===== src/rtl/irq_ctrl_pkg.sv =====
// rtl/irq_ctrl_pkg.sv - shared constants, register map and FSM encoding for irq_ctrl
package irq_ctrl_pkg;

    localparam logic [3:0]  IRQ_SLOT      = 4'h6;
    localparam logic [15:0] IRQ_BASE_ADDR = 16'hFF60;

    localparam logic [3:0] REG_CTRL      = 4'd0;
    localparam logic [3:0] REG_ENABLE    = 4'd1;
    localparam logic [3:0] REG_PENDING   = 4'd2;
    localparam logic [3:0] REG_INSERVICE = 4'd3;
    localparam logic [3:0] REG_SWTRIG    = 4'd4;
    localparam logic [3:0] REG_STATUS    = 4'd5;

    localparam int IRQ_UART  = 0;
    localparam int IRQ_TIMER = 1;

    // Source ids are at most 4 bits wide since IRQ_NUM is capped at 16.
    localparam int ID_W = 4;

    typedef enum logic [1:0] {
        ST_IDLE    = 2'd0,
        ST_REQ     = 2'd1,
        ST_SERVICE = 2'd2
    } state_t;

endpackage


===== src/rtl/irq_prio_enc.sv =====
// rtl/irq_prio_enc.sv - lowest-index-first priority encoder (index 0 wins)
module irq_prio_enc
    import irq_ctrl_pkg::*;
#(
    parameter int N = 8
) (
    input  logic [N-1:0]    bits,
    output logic            valid,
    output logic [ID_W-1:0] id
);

    always_comb begin
        valid = |bits;
        id    = '0;
        // Scan downwards so the lowest set index is the last one written.
        for (int i = N - 1; i >= 0; i--) begin
            if (bits[i]) begin
                id = ID_W'(i);
            end
        end
    end

endmodule


===== src/rtl/irq_ctrl.sv =====
// rtl/irq_ctrl.sv - vectored interrupt controller with ack/EOI handshake
// Optional nested preemption in SERVICE is enabled by defining IRQ_NESTED_EN.
module irq_ctrl
    import irq_ctrl_pkg::*;
#(
    parameter int                   CPU_WIDTH  = 16,
    parameter int                   IRQ_NUM    = 8,
    parameter logic [CPU_WIDTH-1:0] VEC_BASE   = 16'h0010,
    parameter int                   VEC_STRIDE = 2
) (
    input  logic                 clk,
    input  logic                 rst,
    input  logic [IRQ_NUM-1:0]   irq_src,
    input  logic                 en,
    input  logic                 we,
    input  logic [3:0]           addr,
    input  logic [CPU_WIDTH-1:0] wdata,
    output logic [CPU_WIDTH-1:0] rdata,
    output logic                 irq_req,
    output logic [CPU_WIDTH-1:0] irq_vec,
    input  logic                 irq_ack,
    input  logic                 irq_eoi
);

    localparam int STRIDE_SH = $clog2(VEC_STRIDE);

    logic                 gie;
    logic [IRQ_NUM-1:0]   enable;
    logic [IRQ_NUM-1:0]   pending;
    logic [IRQ_NUM-1:0]   inservice;
    logic [IRQ_NUM-1:0]   irq_d;
    logic [ID_W-1:0]      cur_id;
    state_t               state;
    state_t               state_next;
    logic                 latch;

    logic [IRQ_NUM-1:0]   cand;
    logic                 cand_valid;
    logic [ID_W-1:0]      cand_id;
    logic                 is_valid;
    logic [ID_W-1:0]      is_id;
    logic [IRQ_NUM-1:0]   cur_mask;
    logic [IRQ_NUM-1:0]   is_mask;

    logic                 wr;
    logic [IRQ_NUM-1:0]   set_bits;
    logic [IRQ_NUM-1:0]   w1c_bits;
    logic                 withdraw;
    logic                 take_ack;
    logic                 take_eoi;
    logic [IRQ_NUM-1:0]   ack_clr;
    logic [IRQ_NUM-1:0]   eoi_clr;
    logic [IRQ_NUM-1:0]   pending_next;
    logic [IRQ_NUM-1:0]   inservice_next;
    logic [CPU_WIDTH-1:0] vec_calc;
    logic [CPU_WIDTH-1:0] rd_val;
    logic                 unused_wdata;

    assign unused_wdata = ^wdata;

    assign cand = gie ? (pending & enable) : '0;

    irq_prio_enc #(.N(IRQ_NUM)) u_cand_enc (
        .bits  (cand),
        .valid (cand_valid),
        .id    (cand_id)
    );

    irq_prio_enc #(.N(IRQ_NUM)) u_isr_enc (
        .bits  (inservice),
        .valid (is_valid),
        .id    (is_id)
    );

    assign cur_mask = IRQ_NUM'(1) << cur_id;
    assign is_mask  = IRQ_NUM'(1) << is_id;
    assign vec_calc = VEC_BASE + (CPU_WIDTH'(cand_id) << STRIDE_SH);

    assign wr       = en && we;
    assign set_bits = (irq_src & ~irq_d)
                    | ((wr && addr == REG_SWTRIG) ? wdata[IRQ_NUM-1:0] : '0);
    assign w1c_bits = (wr && addr == REG_PENDING) ? wdata[IRQ_NUM-1:0] : '0;

    // The latched request is withdrawn if its source is no longer pending, masked, or GIE is off.
    assign withdraw = (state == ST_REQ) && (!gie || ((pending & enable & cur_mask) == '0));
    assign take_ack = (state == ST_REQ) && irq_ack && !withdraw;
    assign take_eoi = (state == ST_SERVICE) && irq_eoi && is_valid;
    assign ack_clr  = take_ack ? cur_mask : '0;
    assign eoi_clr  = take_eoi ? is_mask : '0;

    // Sets are OR-ed in last so they beat a same-cycle W1C or ack clear.
    assign pending_next   = (pending & ~(w1c_bits | ack_clr)) | set_bits;
    assign inservice_next = (inservice & ~eoi_clr) | ack_clr;

`ifdef IRQ_NESTED_EN
    logic preempt;
    assign preempt = (state == ST_SERVICE) && cand_valid && is_valid && (cand_id < is_id);
`endif

    always_comb begin
        state_next = state;
        latch      = 1'b0;
        case (state)
            ST_IDLE: begin
                if (cand_valid) begin
                    state_next = ST_REQ;
                    latch      = 1'b1;
                end
            end
            ST_REQ: begin
                if (withdraw) begin
                    state_next = (inservice != '0) ? ST_SERVICE : ST_IDLE;
                end else if (irq_ack) begin
                    state_next = ST_SERVICE;
                end
            end
            ST_SERVICE: begin
                if (inservice_next == '0) begin
                    state_next = ST_IDLE;
                end
`ifdef IRQ_NESTED_EN
                if (preempt) begin
                    state_next = ST_REQ;
                    latch      = 1'b1;
                end
`endif
            end
            default: state_next = ST_IDLE;
        endcase
    end

    always_ff @(posedge clk or posedge rst) begin
        if (rst) begin
            state <= ST_IDLE;
        end else begin
            state <= state_next;
        end
    end

    always_comb begin
        rd_val = '0;
        case (addr)
            REG_CTRL:      rd_val = CPU_WIDTH'(gie);
            REG_ENABLE:    rd_val = CPU_WIDTH'(enable);
            REG_PENDING:   rd_val = CPU_WIDTH'(pending);
            REG_INSERVICE: rd_val = CPU_WIDTH'(inservice);
            REG_STATUS:    rd_val = CPU_WIDTH'({cur_id, 2'b00, state});
            default:       rd_val = '0;
        endcase
    end

    always_ff @(posedge clk or posedge rst) begin
        if (rst) begin
            gie       <= 1'b0;
            enable    <= '0;
            pending   <= '0;
            inservice <= '0;
            irq_d     <= '0;
            cur_id    <= '0;
            irq_req   <= 1'b0;
            irq_vec   <= '0;
            rdata     <= '0;
        end else begin
            irq_d     <= irq_src;
            pending   <= pending_next;
            inservice <= inservice_next;
            irq_req   <= (state_next == ST_REQ);
            if (wr && addr == REG_CTRL) begin
                gie <= wdata[0];
            end
            if (wr && addr == REG_ENABLE) begin
                enable <= wdata[IRQ_NUM-1:0];
            end
            if (latch) begin
                cur_id  <= cand_id;
                irq_vec <= vec_calc;
            end
            if (en && !we) begin
                rdata <= rd_val;
            end
        end
    end

endmodule

===== config.mk =====
export PLATFORM = sky130hd
export DESIGN_NAME = irq_ctrl
export DESIGN_NICKNAME = d
export VERILOG_FILES = /design/src/rtl/irq_ctrl_pkg.sv /design/src/rtl/irq_prio_enc.sv /design/src/rtl/irq_ctrl.sv
export SDC_FILE = /design/constraint.sdc
export NUM_CORES = 1
export LEC_CHECK = 0
export CAP_MARGIN = 30
export CELL_PAD_IN_SITES_DETAIL_PLACEMENT = 1
export CELL_PAD_IN_SITES_GLOBAL_PLACEMENT = 2
export CORE_ASPECT_RATIO = 1.4
export CORE_MARGIN = 4
export CORE_UTILIZATION = 25
export DETAILED_ROUTE_END_ITERATION = 16
export GPL_TIMING_DRIVEN = 0
export PLACE_DENSITY = 0.68
export SKIP_LAST_GASP = 1
export SLEW_MARGIN = 25
export SYNTH_ARGS = -nofsm -noshare
export SYNTH_HDL_FRONTEND = slang
export SYNTH_SLANG_ARGS = --single-unit

===== constraint.sdc =====
create_clock -name clk -period 5.1 [get_ports clk]
set_clock_uncertainty 0.05 [all_clocks]
set_input_delay 0.765 -clock clk [delete_from_list [all_inputs] [get_ports clk]]
set_output_delay 0.765 -clock clk [all_outputs]
set_load 0.02 [all_outputs]

==> out/qor.yml <==
outcome:
  status: "finished, final reports clean"
layout:
  fin_cells: 473
  fillers: 1238
  nNetsFinal: 368
  postLayoutCoreUtil_pct: 33.3
  final_cell_area_um2: 3490
  mostFrequentLayoutCell: "dfrtp_1"
  drive_above_1_share_pct: 16.1
  n_antenna_cell: 0
  syn_to_final_growth_pct: 29.7
  layout_common_cells: "dfrtp_1, nand2_1, clkdlybuf4s50_1"
synthesis:
  synth_area_um2: 2690
  yosysWarnings: 0
  async_flop_share_pct: 100
  synth_cell_types: 57
  synth_seq_area_share_pct: 44.7
  ys_ff_latch: 48
  synth_enable_flop_cells: 0
  synthFlopType: "dfrtp_1"
  synthCells: 271
  postSynthAreaPerCell_um2: 9.92
worst_setup_path:
  end_kind: "register"
  crit_slowest_cell: "nor4_4"
  cp_data_arrival_time_ps: 2630
  path_delay_family: "buffers and inverters"
  r2r_slack_ps: 3090
  crit_chain: "clkdlybuf4s50_1, buf_4, nand2b_1, nor4_4, mux2_2"
  cp_max_fo: 10
  path_buf_inv: 2
  critical-path-max-stage-delay_ps: 580
  critical_path_required_ps: 5230
  path_class: "in2reg"
  cp-start-kind: "primary input"
grt:
  antenna_found_initial: 0
  first_global_vias: 2517
  overflow: 0
  track_usage_pct: 14.1
  grt_max_degree: 49
  grt_first_pass_wirelength_um: 13300
clocking:
  cts_root_buffer: "clkbuf_16"
  ctsLongestPathBuffers: 2
  post_cts_buffers: 0
  htree_levels: 2
  clkLatencyLatePin_ps: 290
  cts.sinks: 48
  cts-buffers-inserted: 5
  clkSlewWorstSetupHoldPaths_ps: 70
  post_cts_resized: 0
  postCtsHoldBufs: 0
  cts_tree: "done"
placement:
  place_hpwl_um: 6310
  place_congestion: 0.849
  port-buffer-count: 37
  place_area_um2: 3300
  dp_slack_ps: 2270
  dp_cells: 465
timing:
  rsz0062_at_grt: "no"
  holdWs_ps: 427
  period_needed_ps: 2490
  relSlewSlack_pct: 54.0
  hold_viol: 0
  fmax_ghz: 0.401
  post-route-period-util_pct: 48.9
  worstMarginPinSlew_ps: 684
  setup_tns_ps: 0
  drv_slew: 0
  finalSetupViolations: 0
  setup_ws_ps: 2610
pwr:
  p_leak_nw: 1.54
  vdd_ir_drop_max_v: 0.000144
  power_mw: 1.40
  power.density_nw_per_um2: 402
die:
  start_util_pct: 25.7
  die_x_um: 95.6
  core_area_um2: 10500
  die_h_um: 131
  dieArea_um2: 12500
  io_pins: 67
  rows: 44
detailed_routing:
  drt_iter0_drc: 181
  antenna_left: 0
  viasPerCell: 4.79
  wl_per_cell_um: 17.1
  drc_errors: 0
  firstDrtPassIters: 4
  routed_wl_um: 8090
  vias: 2267
worst_hold_path:
  min_path_type: "reg2reg"
flow_run:
  cap_violations: 0
[report_power, final]
group	internal [mW]	total, mW	switching (mW)	leakage [nW]
clock network	0.233	0.385	0.152	0.0840
registers	0.448	0.529	0.0810	0.580
logic	0.224	0.487	0.263	0.877
total	0.905	1.40	0.496	1.54
[registers in the layout, summed over array words and instances (netlist names)]
| signal | flops |
|---|---|
| cur_id | 2 |
| enable | 8 |
| gie | 1 |
| inservice | 8 |
| irq_d | 8 |
| irq_req | 1 |
| irq_vec | 2 |
| pending | 8 |
| rdata | 8 |
| state | 2 |
[final cells by class]
type                    count  area [µm²]  share of cell area, %
plain buffers              29         206                   5.92
clock buffers               5         125                   3.59
clock inverters             3        47.5                   1.36
inverters                  11        43.8                   1.26
multi-input cells         202        1320                   37.8
flip-flops and latches     48        1200                   34.5
well taps                 138         173                   4.95
repair buffers             37         370                   10.6
[logic make-up after synthesis]
logic type | share of synthesized area (%)
AOI/OAI and AO/OA | 18.0
buffers and inverters | 9.22
DFF | 44.7
muxes | 5.40
other | 0.140
and+or+nand+nor | 22.5
[routing by layer]
layer  vias to the layer above  track usage (%)  wire length (µm)
met5                         -                0                 0
met4                         0             5.70               245
met3                        17             2.23               347
met2                        64             24.5              4200
met1                      1104             17.1              3300
li1                       1082                -                 -
[Yosys cell counts (3+ instances only)]
master / instances / share of area [%]
a21o_1: 7 / 2.0
a21oi_1: 13 / 2.4
a221o_1: 3 / 1.1
a222oi_1: 4 / 1.5
a22oi_1: 4 / 1.1
and2_1: 3 / 0.70
buf_2: 3 / 0.56
buf_4: 25 / 7.0
dfrtp_1: 48 / 45
inv_1: 10 / 1.4
mux2_1: 4 / 1.7
mux2_2: 6 / 2.5
nand2_1: 40 / 5.6
nand2b_1: 10 / 2.3
nand3_1: 8 / 1.5
nand3b_1: 5 / 1.4
nor2_1: 4 / 0.56
nor2b_1: 8 / 1.9
nor3_1: 3 / 0.56
nor4_1: 4 / 0.93
o21ai_0: 14 / 2.6
o31ai_1: 3 / 0.84
o41ai_1: 3 / 0.98
[worst paths after layout]
path                                 from         to  cells after the start
min in group asynchronous             rst   irq_d[7]                      2
worst max register to register  enable[3]   state[1]                      5
worst min register to register   rdata[5]   rdata[5]                      1
worst max-delay path              addr[0]  enable[0]                      5
max in group asynchronous             rst   rdata[0]                      2
worst min-delay path             rdata[5]   rdata[5]                      1
No activity file was read; power rests on OpenSTA's default activity.
